<file path="src/rtl/metrics_counter_bank.sv">
// Bank of independent cycle/event counters with per-channel clear, saturate/wrap,
// sticky overflow and a global atomic snapshot into shadow registers.
module metrics_counter_bank #(
  parameter int NUM_COUNTERS  = 4,
  parameter int COUNTER_WIDTH = 64,
  parameter int INC_WIDTH     = 4
) (
  input  logic                                           clk,
  input  logic                                           rst_n,
  input  logic [NUM_COUNTERS-1:0]                        en,
  input  logic [NUM_COUNTERS-1:0]                        clear,
  input  logic [NUM_COUNTERS-1:0]                        mode_cycle,
  input  logic [NUM_COUNTERS-1:0]                        sat_mode,
  input  logic [NUM_COUNTERS-1:0][INC_WIDTH-1:0]         event_inc,
  input  logic                                           snapshot,
  input  logic                                           snapshot_clear,
  output logic [NUM_COUNTERS-1:0][COUNTER_WIDTH-1:0]     cnt,
  output logic [NUM_COUNTERS-1:0][COUNTER_WIDTH-1:0]     snap_cnt,
  output logic                                           snap_valid,
  output logic [NUM_COUNTERS-1:0]                        overflow,
  output logic                                           overflow_irq
);

  localparam int SW = COUNTER_WIDTH + 1;

  logic [NUM_COUNTERS-1:0][SW-1:0] inc;
  logic [NUM_COUNTERS-1:0][SW-1:0] sum;
  logic [NUM_COUNTERS-1:0]         carry;
  logic [NUM_COUNTERS-1:0]         carry_kept;
  logic                            snap_zero;

  assign snap_zero = snapshot & snapshot_clear;

  // A zero increment can never carry, so a saturated idle channel stays quiet.
  always_comb begin
    inc        = '0;
    sum        = '0;
    carry      = '0;
    carry_kept = '0;
    for (int i = 0; i < NUM_COUNTERS; i++) begin
      if (en[i]) begin
        inc[i] = mode_cycle[i] ? SW'(1) : SW'(event_inc[i]);
      end
      sum[i]        = {1'b0, cnt[i]} + inc[i];
      carry[i]      = sum[i][COUNTER_WIDTH];
      carry_kept[i] = carry[i] & ~clear[i] & ~snap_zero;
    end
  end

  always_ff @(posedge clk) begin
    if (!rst_n) begin
      cnt          <= '0;
      snap_cnt     <= '0;
      overflow     <= '0;
      snap_valid   <= 1'b0;
      overflow_irq <= 1'b0;
    end else begin
      snap_valid   <= snapshot;
      overflow_irq <= |carry_kept;
      // Capture the pre-update values so clears this cycle do not leak in.
      if (snapshot) begin
        snap_cnt <= cnt;
      end
      for (int i = 0; i < NUM_COUNTERS; i++) begin
        if (clear[i]) begin
          cnt[i]      <= '0;
          overflow[i] <= 1'b0;
        end else if (snap_zero) begin
          cnt[i] <= '0;
        end else if (carry[i]) begin
          overflow[i] <= 1'b1;
          cnt[i]      <= sat_mode[i] ? '1 : sum[i][COUNTER_WIDTH-1:0];
        end else begin
          cnt[i] <= sum[i][COUNTER_WIDTH-1:0];
        end
      end
    end
  end

endmodule

</file>
<file path="config.mk">
export PLATFORM = sky130hd
export DESIGN_NAME = metrics_counter_bank
export DESIGN_NICKNAME = d
export VERILOG_FILES = /design/src/rtl/metrics_counter_bank.sv
export SDC_FILE = /design/constraint.sdc
export NUM_CORES = 1
export LEC_CHECK = 0
export CAP_MARGIN = 20
export CORE_AREA = 2 2 217 219
export DETAILED_ROUTE_END_ITERATION = 16
export DIE_AREA = 0 0 219 221
export HOLD_SLACK_MARGIN = 0.05
export PLACE_DENSITY = 0.76
export SYNTH_ARGS = -nofsm -noshare
export SYNTH_HDL_FRONTEND = slang
export SYNTH_SLANG_ARGS = --single-unit
</file>
<file path="constraint.sdc">
create_clock -name clk -period 8.5 [get_ports clk]
set_clock_uncertainty 0.2 [all_clocks]
set_input_delay 0.85 -clock clk [delete_from_list [all_inputs] [get_ports clk]]
set_output_delay 0.85 -clock clk [all_outputs]
set_load 0.02 [all_outputs]
</file>
==> run metrics <==
status completed; Pleak 10.2 nW; worst slew pin tran 1.08 ns; filler-free cell count of the finished design 3,486; Mapped Cells 2,337; metal3 WL 4860 µm; initial antenna violation count 5; CTS clk-pin slew, worst paths 0.06 ns; CTS root buf clkbuf_16; Die W 219 µm; I/O Buffers 553; post-synthesis mux area share 11.5%; Setup WS post-layout 3.97 ns; Critical R2R Launch cnt[86]; Cell Area, Synth 0.0223 mm²; fin. max-slew vios 0; CTS tree yes; drt initial violations 1,133; hpwl dp 48,100 µm; Final period util 53.3%; Final Net Count 2,894; Std-Cell Rows 79; Total GRT Usage 26.9%; CTS HTree Levels 2; Setup Fix Bufs, Post-CTS 0; Critical Path End Type register; Setup crit start en[1]; P&R area growth vs syn 35.3%; Worst VDD drop 0.146 mV; vias in the first global route 18,700; Worst R2R Setup Slack 4.31 ns; EDFF count, synth 0; CP max stage delay 0.79 ns; Hold Startpoint snap_cnt[215]; WP data required 8.82 ns; met2 wire len 33,100 µm; DR vias 19,200; Placed Cells 3,385; Worst setup SP type primary input; crit path DAT 4.85 ns; vias per inst 5.50; synth unique cells 52; final number of setup-violating endpoints 0; Slowest-stage cell, CP nand3_2; WL per Instance 19.4 µm; DP Worst Slack 3.41 ns; Residual DRC 0; Cell Pwr Density 167 mW/mm²; TNS Setup 0 ns; # resized after CTS 0; CTS Buf Count 55; final hold slack 0.315 ns; family with the most delay on the worst path simple AND/OR/NAND/NOR gates; Min-Delay Endpoint snap_cnt[215]; XOR/XNOR Fraction of Synth Area 9.25%; dominant combinational cell family by area after synthesis simple AND/OR/NAND/NOR gates; worst hold path class register to register; compound-gate portion of the synthesized area 7.14%; Syn Nets 2,393; hold depth 2; Final Wtd Congestion 0.858; minimum clock period 4.53 ns; Adder-Cell Fraction of Synth Area 1.26%; Cell Chain, Critical Path clkdlybuf4s50_1 -> nor2b_1 -> and2_1 -> fa_1 -> nand3_1 -> a211o_1 -> or3_1 -> nor2_1 -> nand3_2 -> buf_16 -> a21oi_1; Clk Latency, worst-skew pair 0.60 ns; Peak Freq 0.221 GHz; WP buf/inv 2; Yosys warnings 0; CTS Hold Buffers Added 0; uppermost layer routed met5; total congestion overflow 0; RSZ-0062 raised after global routing false; DIE HEIGHT 221 µm; CP max FO 34; Worst R2R End cnt[65]; core area 0.0461 mm²; routed metal-1 wire length 28,200 µm; Die ar. 0.0484 mm²; ys flop type dfxtp_1; global-route wire length before repair 106,000 µm; sequential area share after synthesis 46.6%; #FFs+latches synth 518; CTS Buffer Depth 3; largest net degree at the start of global routing 159; ANT nets after route 0; router iterations before antenna repair 6; max cap viols 0; I/O pins 554; FFs w/ async S/R, synth 0%; post-synthesis simple-gate area fraction 21.5%; Initial Utilization 48.3%; drt total wl 67,700 µm; total power 5.03 mW; CTS Sinks 518; crit path kind primary input to register; slew margin rel. 27.4%; share of cells above drive strength 1 4.34%; reg2reg path depth 7; final hold vios 0; syn_area_per_cell 9.52 µm²
==> worst register-to-register path, stage by stage (launching register included) <==
cell	delay, ns
dfxtp_1	0.47
nand4_1	0.17
nor4_1	0.74
nand3_1	0.49
nor2_1	0.66
nand3_2	0.79
buf_16	0.43
a21oi_1	0.17
==> synthesized netlist by cell type, drive strengths merged (10+ instances only) <==
master	instances	share of area, %
nand3	95	2.1
and3	32	0.90
mux2i	256	12
nor2b	263	7.4
and4	16	0.63
xnor2	142	5.6
nor4	41	1.2
clkbuf	102	1.7
nor3b	10	0.34
xor2	93	3.7
ha	16	0.90
nor3	73	1.8
dfxtp	518	47
buf	24	0.46
a21oi	250	5.6
o21ai	15	0.34
nor2	73	1.2
and2	26	0.73
inv	34	0.57
nand2	111	1.9
nand4	81	2.3
==> state kept, by name, summed over array words and instances (netlist names) <==
register / cells
snap_cnt: 256
cnt: 256
snap_valid: 1
overflow: 4
overflow_irq: 1
==> per-stage QoR <==
step	area, µm²	utilization, %
floorplan	22300	-
global placement	28200	61.2
detailed placement	28200	61.3
CTS	30100	65.3
global route	30100	65.4
finish	30100	65.4
==> power by group <==
part | internal [mW] | switching, mW
logic | 0.0751 | 0.0886
registers | 2.43 | 0.00339
clock network | 1.46 | 0.966
==> placed cells by master (no fill, tap or decap), types with 16 or more instances in the layout <==
cell type	Yosys	layout
a21oi_1	250	250
and2_1	26	26
and3_1	32	32
and4_1	16	16
clkbuf_16	0	57
clkdlybuf4s50_1	0	551
dfxtp_1	518	518
ha_1	16	16
inv_1	34	34
mux2i_1	256	256
nand2_1	111	110
nand3_1	95	92
nand4_1	80	80
nor2_1	73	73
nor2b_1	263	263
nor3_1	68	68
nor4_1	39	39
xnor2_1	142	142
xor2_1	93	93
==> final cells by class <==
cell class | instances | area, µm²
Sequential cell | 518 | 10400
Multi-Input combinational cell | 1659 | 11300
Inverter | 34 | 128
Antenna cell | 2 | 5.00
Fill cell | 3719 | 15900
Clock inverter | 17 | 216
Clock buffer | 79 | 1620
Tap cell | 607 | 759
Timing Repair Buffer | 570 | 5720
==> worst max path at each step <==
stage	endpoint	slack [ns]	cells past startpoint
2_1_floorplan	cnt[100]	5.18	12
5_1_grt	cnt[196]	3.66	11
6_report	cnt[65]	3.97	11
3_5_place_dp	cnt[193]	3.41	11
3_3_place_gp	cnt[64]	3.47	10
4_1_cts	cnt[193]	4.06	11
==> cells by family (layout without fill, tap and decap cells) <==
family,after synthesis,in the layout
and+or+nand+nor,848,848
other,0,2
AOI/OAI and AO/OA,300,300
DFF,518,518
xor gates and xnor gates,235,235
buffers and inverters,160,700
adders and majority gates,20,20
muxes,256,256
==> metal layers <==
metal	track usage, %	vias up
li1	-	9133
met1	33.5	9295
met2	46.2	643
met3	6.27	90
met4	7.67	6
met5	0	-
Power figures use the tool's default switching activity.
